**config.mk**
```make
export PLATFORM = sky130hd
export DESIGN_NAME = ash_seq_flat
export DESIGN_NICKNAME = d
export VERILOG_FILES = /design/src/rtl/pdp11_pkg.sv /design/src/rtl/ash_seq_if.sv /design/src/rtl/ash_ovf.sv /design/src/rtl/ash_seq.sv /design/src/flat_wrapper.sv
export SDC_FILE = /design/constraint.sdc
export NUM_CORES = 1
export LEC_CHECK = 0
export CORE_MARGIN = 10
export CORE_UTILIZATION = 35
export CTS_BUF_LIST = sky130_fd_sc_hd__clkbuf_8 sky130_fd_sc_hd__clkbuf_16
export DETAILED_ROUTE_END_ITERATION = 8
export GPL_ROUTABILITY_DRIVEN = 0
export GPL_TIMING_DRIVEN = 1
export SYNTH_ARGS = -nofsm -noshare
export SYNTH_HDL_FRONTEND = slang
export SYNTH_SLANG_ARGS = --single-unit
```
**constraint.sdc**
```tcl
create_clock -name clk -period 4.65 [get_ports clk]
set_input_delay 0.6975 -clock clk [delete_from_list [all_inputs] [get_ports clk]]
set_output_delay 0.6975 -clock clk [all_outputs]
set_load 0.05 [all_outputs]
```
**src/rtl/pdp11_pkg.sv**
```systemverilog
// Shared PDP-11 datapath definitions: word widths, the ASH/ASHC sequencer
// state encoding and the condition-code bit order (N, Z, V, C).
package pdp11_pkg;

    localparam int unsigned WORD_W  = 16;
    localparam int unsigned DWORD_W = 32;
    localparam int unsigned CNT_W   = 6;

    // Sequencer states
    typedef enum logic [1:0] {
        ST_IDLE  = 2'd0,
        ST_ISSUE = 2'd1,
        ST_RESP  = 2'd2
    } seq_state_e;

    // Condition codes, MSB first: N, Z, V, C
    typedef struct packed {
        logic n;
        logic z;
        logic v;
        logic c;
    } cc_t;

endpackage

```
**src/rtl/ash_seq_if.sv**
```systemverilog
// Handshake between ash_seq and the 32-bit serial shifter.
//   master (sequencer): drives sh_ready, sh_in, sh_shift
//   slave  (shifter)  : drives sh_done, sh_out, sh_last_bit
interface ash_seq_if;
    import pdp11_pkg::*;

    logic               sh_ready;
    logic [DWORD_W-1:0] sh_in;
    logic [CNT_W-1:0]   sh_shift;
    logic               sh_done;
    logic [DWORD_W-1:0] sh_out;
    logic               sh_last_bit;

    modport master (
        output sh_ready, sh_in, sh_shift,
        input  sh_done, sh_out, sh_last_bit
    );

    modport slave (
        input  sh_ready, sh_in, sh_shift,
        output sh_done, sh_out, sh_last_bit
    );

endinterface

```
**src/rtl/ash_ovf.sv**
```systemverilog
// Overflow (V) for an arithmetic left shift: set when the sign bit would
// change at any step of the shift.
//   i_opnd : operand, left-justified (16-bit operands sit in [31:16], low half 0)
//   i_wide : 1 = 32-bit operand, 0 = 16-bit operand
//   i_cnt  : two's-complement count, positive = left
//   o_v_c  : overflow flag (combinational)
module ash_ovf
    import pdp11_pkg::*;
(
    input  logic [DWORD_W-1:0] i_opnd,
    input  logic               i_wide,
    input  logic [CNT_W-1:0]   i_cnt,
    output logic               o_v_c
);

    logic [CNT_W-1:0]   w_width;
    logic [CNT_W-1:0]   w_cnt_p1;
    logic [CNT_W-1:0]   w_span;
    logic [DWORD_W-1:0] w_mask;
    logic [DWORD_W-1:0] w_top;

    // Top min(n+1, w) bits must all match the sign, and any nonzero operand
    // shifted by the full width or more passes a 1 through the sign position.
    always_comb begin
        w_width  = i_wide ? CNT_W'(DWORD_W) : CNT_W'(WORD_W);
        w_cnt_p1 = CNT_W'(i_cnt + CNT_W'(1));
        w_span   = (w_cnt_p1 < w_width) ? w_cnt_p1 : w_width;
        w_mask   = ~(32'hFFFF_FFFF >> w_span);
        w_top    = i_opnd & w_mask;
        o_v_c    = 1'b0;
        if (!i_cnt[CNT_W-1] && (i_cnt != '0)) begin
            if ((w_top != '0) && (w_top != w_mask)) begin
                o_v_c = 1'b1;
            end
            if ((i_cnt >= w_width) && (i_opnd != '0)) begin
                o_v_c = 1'b1;
            end
        end
    end

endmodule

```
**src/rtl/ash_seq.sv**
```systemverilog
// ASH / ASHC sequencer in front of the serial shifter.
// Accepts one request at a time, issues it to the shifter (or bypasses it for
// a zero count), and returns a one-cycle result pulse with N/Z/V/C.
//   clk, reset           : clock, async active-low reset
//   req_*                : request from execute (valid/ready, opcode, R, R|1, src)
//   resp_*               : registered result and condition codes
//   sh (ash_seq_if.master): shifter handshake
module ash_seq
    import pdp11_pkg::*;
(
    input  logic              clk,
    input  logic              reset,
    input  logic              req_valid,
    output logic              req_ready,
    input  logic              req_ashc,
    input  logic [WORD_W-1:0] req_hi,
    input  logic [WORD_W-1:0] req_lo,
    input  logic [WORD_W-1:0] req_src,
    output logic              resp_valid,
    output logic [WORD_W-1:0] resp_hi,
    output logic [WORD_W-1:0] resp_lo,
    output logic              resp_n,
    output logic              resp_z,
    output logic              resp_v,
    output logic              resp_c,
    ash_seq_if.master         sh
);

    seq_state_e         r_state;
    seq_state_e         w_state_nxt;

    logic               r_req_ready;
    logic               r_resp_valid;
    logic [WORD_W-1:0]  r_resp_hi;
    logic [WORD_W-1:0]  r_resp_lo;
    cc_t                r_cc;
    logic               r_sh_ready;
    logic [DWORD_W-1:0] r_sh_in;
    logic [CNT_W-1:0]   r_sh_shift;
    logic               r_ashc;
    logic [WORD_W-1:0]  r_lo;
    logic               r_v;

    logic [CNT_W-1:0]   w_cnt;
    logic               w_src_unused;
    logic [DWORD_W-1:0] w_sh_in_nxt;
    logic [DWORD_W-1:0] w_ovf_opnd;
    logic               w_v_c;
    logic               w_accept;
    logic               w_load_resp;
    logic [WORD_W-1:0]  w_res_hi;
    logic [WORD_W-1:0]  w_res_lo;
    logic               w_res_wide;
    logic               w_res_v;
    logic               w_res_c;
    cc_t                w_cc;

    assign w_cnt        = req_src[CNT_W-1:0];
    assign w_src_unused = ^req_src[WORD_W-1:CNT_W];

    // Operand placement: ASH right shifts sign-extend into the low half so the
    // result lands in [15:0]; ASH left shifts work in the high half.
    always_comb begin
        if (req_ashc) begin
            w_sh_in_nxt = {req_hi, req_lo};
        end else if (w_cnt[CNT_W-1]) begin
            w_sh_in_nxt = {{WORD_W{req_hi[WORD_W-1]}}, req_hi};
        end else begin
            w_sh_in_nxt = {req_hi, 16'h0000};
        end
    end

    assign w_ovf_opnd = req_ashc ? {req_hi, req_lo} : {req_hi, 16'h0000};

    ash_ovf u_ovf (
        .i_opnd (w_ovf_opnd),
        .i_wide (req_ashc),
        .i_cnt  (w_cnt),
        .o_v_c  (w_v_c)
    );

    // State register
    always_ff @(posedge clk or negedge reset) begin
        if (!reset) begin
            r_state <= ST_IDLE;
        end else begin
            r_state <= w_state_nxt;
        end
    end

    // Next state and result selection
    always_comb begin
        w_state_nxt = r_state;
        w_accept    = 1'b0;
        w_load_resp = 1'b0;
        w_res_hi    = '0;
        w_res_lo    = '0;
        w_res_wide  = 1'b0;
        w_res_v     = 1'b0;
        w_res_c     = 1'b0;
        case (r_state)
            ST_IDLE: begin
                if (req_valid) begin
                    w_accept = 1'b1;
                    if (w_cnt == '0) begin
                        // Zero count bypasses the shifter: result is the operand
                        w_state_nxt = ST_RESP;
                        w_load_resp = 1'b1;
                        w_res_hi    = req_hi;
                        w_res_lo    = req_lo;
                        w_res_wide  = req_ashc;
                    end else begin
                        w_state_nxt = ST_ISSUE;
                    end
                end
            end
            ST_ISSUE: begin
                if (sh.sh_done) begin
                    w_state_nxt = ST_RESP;
                    w_load_resp = 1'b1;
                    w_res_wide  = r_ashc;
                    w_res_v     = r_v;
                    w_res_c     = sh.sh_last_bit;
                    if (r_ashc) begin
                        w_res_hi = sh.sh_out[31:16];
                        w_res_lo = sh.sh_out[15:0];
                    end else begin
                        w_res_hi = r_sh_shift[CNT_W-1] ? sh.sh_out[15:0] : sh.sh_out[31:16];
                        w_res_lo = r_lo;
                    end
                end
            end
            ST_RESP: begin
                w_state_nxt = ST_IDLE;
            end
            default: begin
                w_state_nxt = ST_IDLE;
            end
        endcase
    end

    // Result sign sits in bit 15 of the high word for both widths
    always_comb begin
        w_cc.n = w_res_hi[WORD_W-1];
        w_cc.z = w_res_wide ? ({w_res_hi, w_res_lo} == '0) : (w_res_hi == '0);
        w_cc.v = w_res_v;
        w_cc.c = w_res_c;
    end

    // Registered outputs and captured request fields
    always_ff @(posedge clk or negedge reset) begin
        if (!reset) begin
            r_req_ready  <= 1'b1;
            r_resp_valid <= 1'b0;
            r_resp_hi    <= '0;
            r_resp_lo    <= '0;
            r_cc         <= '0;
            r_sh_ready   <= 1'b0;
            r_sh_in      <= '0;
            r_sh_shift   <= '0;
            r_ashc       <= 1'b0;
            r_lo         <= '0;
            r_v          <= 1'b0;
        end else begin
            r_req_ready  <= (w_state_nxt == ST_IDLE);
            r_sh_ready   <= (w_state_nxt == ST_ISSUE);
            r_resp_valid <= w_load_resp;
            if (w_accept) begin
                r_ashc     <= req_ashc;
                r_lo       <= req_lo;
                r_sh_in    <= w_sh_in_nxt;
                r_sh_shift <= w_cnt;
                r_v        <= w_v_c;
            end
            if (w_load_resp) begin
                r_resp_hi <= w_res_hi;
                r_resp_lo <= w_res_lo;
                r_cc      <= w_cc;
            end
        end
    end

    assign req_ready   = r_req_ready;
    assign resp_valid  = r_resp_valid;
    assign resp_hi     = r_resp_hi;
    assign resp_lo     = r_resp_lo;
    assign resp_n      = r_cc.n;
    assign resp_z      = r_cc.z;
    assign resp_v      = r_cc.v;
    assign resp_c      = r_cc.c;
    assign sh.sh_ready = r_sh_ready;
    assign sh.sh_in    = r_sh_in;
    assign sh.sh_shift = r_sh_shift;

endmodule

```
**src/flat_wrapper.sv**
```systemverilog
// flat-port wrapper written by rule: the top's interface ports become plain ports
module ash_seq_flat import pdp11_pkg::*;
  (clk, reset, req_valid, req_ready, req_ashc, req_hi, req_lo, req_src, resp_valid, resp_hi, resp_lo, resp_n, resp_z, resp_v, resp_c, sh_sh_ready, sh_sh_in, sh_sh_shift, sh_sh_done, sh_sh_out, sh_sh_last_bit);
  ash_seq_if sh_i ();
  input  logic clk;
  input  logic reset;
  input  logic req_valid;
  output logic req_ready;
  input  logic req_ashc;
  input  logic [WORD_W-1:0] req_hi;
  input  logic [WORD_W-1:0] req_lo;
  input  logic [WORD_W-1:0] req_src;
  output logic resp_valid;
  output logic [WORD_W-1:0] resp_hi;
  output logic [WORD_W-1:0] resp_lo;
  output logic resp_n;
  output logic resp_z;
  output logic resp_v;
  output logic resp_c;
  output wire logic [$bits(sh_i.sh_ready)-1:0] sh_sh_ready;
  output wire logic [$bits(sh_i.sh_in)-1:0] sh_sh_in;
  output wire logic [$bits(sh_i.sh_shift)-1:0] sh_sh_shift;
  input wire logic [$bits(sh_i.sh_done)-1:0] sh_sh_done;
  input wire logic [$bits(sh_i.sh_out)-1:0] sh_sh_out;
  input wire logic [$bits(sh_i.sh_last_bit)-1:0] sh_sh_last_bit;
  assign sh_sh_ready = sh_i.sh_ready;
  assign sh_sh_in = sh_i.sh_in;
  assign sh_sh_shift = sh_i.sh_shift;
  assign sh_i.sh_done = sh_sh_done;
  assign sh_i.sh_out = sh_sh_out;
  assign sh_i.sh_last_bit = sh_sh_last_bit;
  ash_seq u_core (.clk(clk), .reset(reset), .req_valid(req_valid), .req_ready(req_ready), .req_ashc(req_ashc), .req_hi(req_hi), .req_lo(req_lo), .req_src(req_src), .resp_valid(resp_valid), .resp_hi(resp_hi), .resp_lo(resp_lo), .resp_n(resp_n), .resp_z(resp_z), .resp_v(resp_v), .resp_c(resp_c), .sh(sh_i));
endmodule
```
==> insert_results.sql <==
INSERT INTO impl_metrics (metric_group, metric, value, unit) VALUES
('global_routing', 'met1_usage_grt', '26.14', '%'),
('die', 'die_h', '150.3', 'µm'),
('synth', 'yosysMostFrequentCell', 'nand2_1', ''),
('clock_tree', 'cts_resized', '0', ''),
('critical_path', 'worst-endpoint-required', '4.94', 'ns'),
('finish', 'n_antenna_cell', '0', ''),
('synth', 'syn_avg_cell_area', '8.269', 'µm²'),
('synth', 'synthTopCellsByArea', 'dfrtp_1 40%, nand2_1 8.6%, o21ai_0 5.0%', ''),
('drt', 'route.final.wire_length', '23460', 'µm'),
('global_routing', 'grt_max_degree', '75', ''),
('clock_tree', 'clock_insertion_delay_worst_skew', '0.36', 'ns'),
('hold_path', 'worst_hold_path_type', 'primary input to asynchronous set/reset pin', ''),
('synth', 'synth_common_cells', '137 x nand2_1, 95 x dfrtp_1, 76 x nor2_1, 59 x o21ai_0, 55 x a21oi_1', ''),
('synth', 'netlist.area_leader.share', '39.98', '%'),
('power_and_ir_drop', 'static_leak', '0.003401', 'µW'),
('synth', 'ys_seq_area_share', '40.43', '%'),
('die', 'floorplan.io_pins', '163', ''),
('die', 'design.core.area', '16640', 'µm²'),
('critical_path', 'worstReg2RegStart', 'u_core.sh.sh_shift[5]$_DFFE_PN0P_', ''),
('drt', 'total_number_of_vias', '6231', ''),
('global_routing', 'gr-usage-met2', '31.24', '%'),
('timing', 'slew_violations', '0', ''),
('place', 'placed_cells_incl_taps', '1055', ''),
('drt', 'drt_iter0_drc', '624', ''),
('clock_tree', 'root_buffer', 'clkbuf_16', ''),
('clock_tree', 'cts_tree', 'done', ''),
('die', 'chipWidth', '150.3', 'µm'),
('die', 'number_of_rows_in_the_core_area', '47', ''),
('drt', 'drc', '0', ''),
('timing', 'unrepaired_setup_endpoints_after_global_routing', 'false', ''),
('critical_path', 'worstPathMaxFanout', '12', ''),
('critical_path', 'crit_type', 'primary input to flop', ''),
('critical_path', 'cp_data_arrival_time', '4.38', 'ns'),
('synth', 'synth_area', '5946', 'µm²'),
('place', 'placement_setup_slack', '0.3257', 'ns'),
('timing', 'setup_viol_count_final', '0', ''),
('drt', 'drt-vias-per-instance', '5.818', ''),
('timing', 'post_route_setup_tns', '0', 'ns'),
('global_routing', 'top_usage_layer', 'met2', ''),
('synth', 'synth-async-reset-ratio', '100.0', '%'),
('clock_tree', 'tritoncts.num_buffers', '9', ''),
('timing', 'worst_clock_skew', '0.007561', 'ns'),
('place', 'dp_hpwl', '17530', 'µm'),
('place', 'buffer_ports.inserted', '152', ''),
('power_and_ir_drop', 'totalPowerFinal', '5016', 'µW'),
('power_and_ir_drop', 'power_per_cell_area', '633.3', 'nW/µm²'),
('drt', 'wl_per_cell', '21.90', 'µm'),
('finish', 'finish.net_count', '938', ''),
('finish', 'fin_cells', '1071', ''),
('timing', 'layout_worst_path_cycle_share', '87.91', '%'),
('synth', 'postSynthRegisterBits', '96', ''),
('die', 'initial_utilization', '35.73', '%'),
('synth', 'synthesized_netlist_net_count', '811', ''),
('global_routing', 'groute.layer.met3.usage', '5.762', '%'),
('clock_tree', 'cts_hold_buf', '0', ''),
('timing', 'max_clock_freq', '0.2446', 'GHz'),
('critical_path', 'critical_path.endpoint_type', 'flop', ''),
('synth', 'yosysWarnings', '0', ''),
('synth', 'dominant_synthesized_flop_cell', 'dfrtp_1', ''),
('clock_tree', 'cts_htree_levels', '3', ''),
('drt', 'ant_nets', '0', ''),
('critical_path', 'setup.worst_path.start', 'req_src[1]', ''),
('clock_tree', 'clock_pin_slew_reported_for_the_worst_setup_and_hold_paths_after_clock_tree_synthesis', '0.08', 'ns'),
('clock_tree', 'numClockSinks', '96', ''),
('synth', 'synth.distinct_cells', '68', ''),
('status', 'run_status', 'finished, final reports clean', ''),
('critical_path', 'rr_worst_depth', '7', ''),
('global_routing', 'first_global_vias', '6055', ''),
('global_routing', 'gr-usage-all-layers', '20.24', '%'),
('timing', 'layout_setup_ws', '0.5620', 'ns'),
('clock_tree', 'post_cts.repair.setup_buffers', '0', '');
==> power breakdown <==
group	internal, µW	total [µW]	switching, µW	leakage (µW)
Combinational	957	2840	1890	0.00209
Sequential	1200	1430	222	0.00117
Clock	380	746	366	0.000147
Total	2540	5020	2470	0.00340
==> area by class of cell <==
cell class	instances	area [µm²]
Inverter	17	63.81
Tap cell	220	275.3
Clock buffer	9	225.2
Sequential cell	96	2404
Timing Repair Buffer	173	1677
Fill cell	1608	8721
Multi-Input combinational cell	549	3203
Clock inverter	7	73.82
==> cells by family (layout without fill, tap and decap cells) <==
logic type	Yosys count	in the layout	share of synthesized area, %
fa+ha+maj	6	6	1.263
flops	96	96	40.43
buf+inv	74	206	5.745
mux	35	35	6.166
xor+xnor	5	5	0.8630
simple gates	289	289	21.44
compound gates	214	214	24.10
==> metal layers <==
metal	share of wire [%]	up-vias
met5	0	-
met4	3.4	0
met3	11	76
met2	45	379
met1	41	2962
li1	-	2814
==> stage by stage <==
step,utilization [%],cell area (µm²)
detailed placement,45.80,7622
global placement,45.80,7622
finish,47.60,7921
CTS,47.60,7921
floorplan,-,5946
global route,47.60,7921
==> critical path, stage by stage <==
cell and delay, ns:
clkdlybuf4s50_1 0.61, and2_1 0.32, nand3_1 0.17, xnor2_1 0.23
ha_1 0.51, inv_1 0.27, a22oi_1 0.66, o21ai_0 0.17
a221oi_1 0.32, o31ai_1 0.14, nand4_1 0.12, o311a_1 0.16
==> layout by cell type (no fill, tap or decap), types with 3 or more instances in the layout <==
cell             Yosys  routed
clkdlybuf4s50_1      0     151
nand2_1            137     136
dfrtp_1             95      95
nor2_1              76      76
o21ai_0             59      59
a21oi_1             55      55
mux2i_1             24      24
buf_4                5      22
inv_1               17      17
a21o_1              16      16
nand3_1             14      14
nor4_1              13      13
o22ai_1             12      12
a31oi_1             11      11
mux2_2              10      10
nand4_1              9       9
clkbuf_16            0       9
nor3_1               8       8
a221oi_1             8       8
and2_1               7       7
nand2b_1             6       6
a211oi_1             6       6
o2bb2ai_1            6       6
ha_1                 6       6
nor2b_1              5       5
o2111ai_1            4       4
o211ai_1             4       4
xnor2_1              3       3
a22oi_1              3       3
or4_1                3       3
o41ai_2              3       3
a2111oi_0            3       3
o41ai_1              3       3
clkinv_4             0       3
==> worst paths after layout <==
kind                                                  end  slack [ns]
min in group clk              u_core.r_lo[11]$_DFFE_PN0P_        0.48
setup / recovery                   u_core.r_v$_DFFE_PN0P_        0.56
max in group asynchronous  u_core.sh.sh_in[7]$_DFFE_PN0P_        3.25
setup reg to reg                u_core.resp_z$_DFFE_PN0P_        1.92
hold / removal                  u_core.resp_n$_DFFE_PN0P_        0.45
hold reg to reg               u_core.r_lo[11]$_DFFE_PN0P_        0.48
==> state kept, by name, summed over array words and instances, names as in the netlist, 2 cells and up <==
signal,cells
u_core.sh.sh_shift,6
u_core.resp_lo,16
u_core.sh.sh_in,32
u_core.resp_hi,15
u_core.r_state,2
u_core.r_lo,16
(Power assumes the default switching activity.)
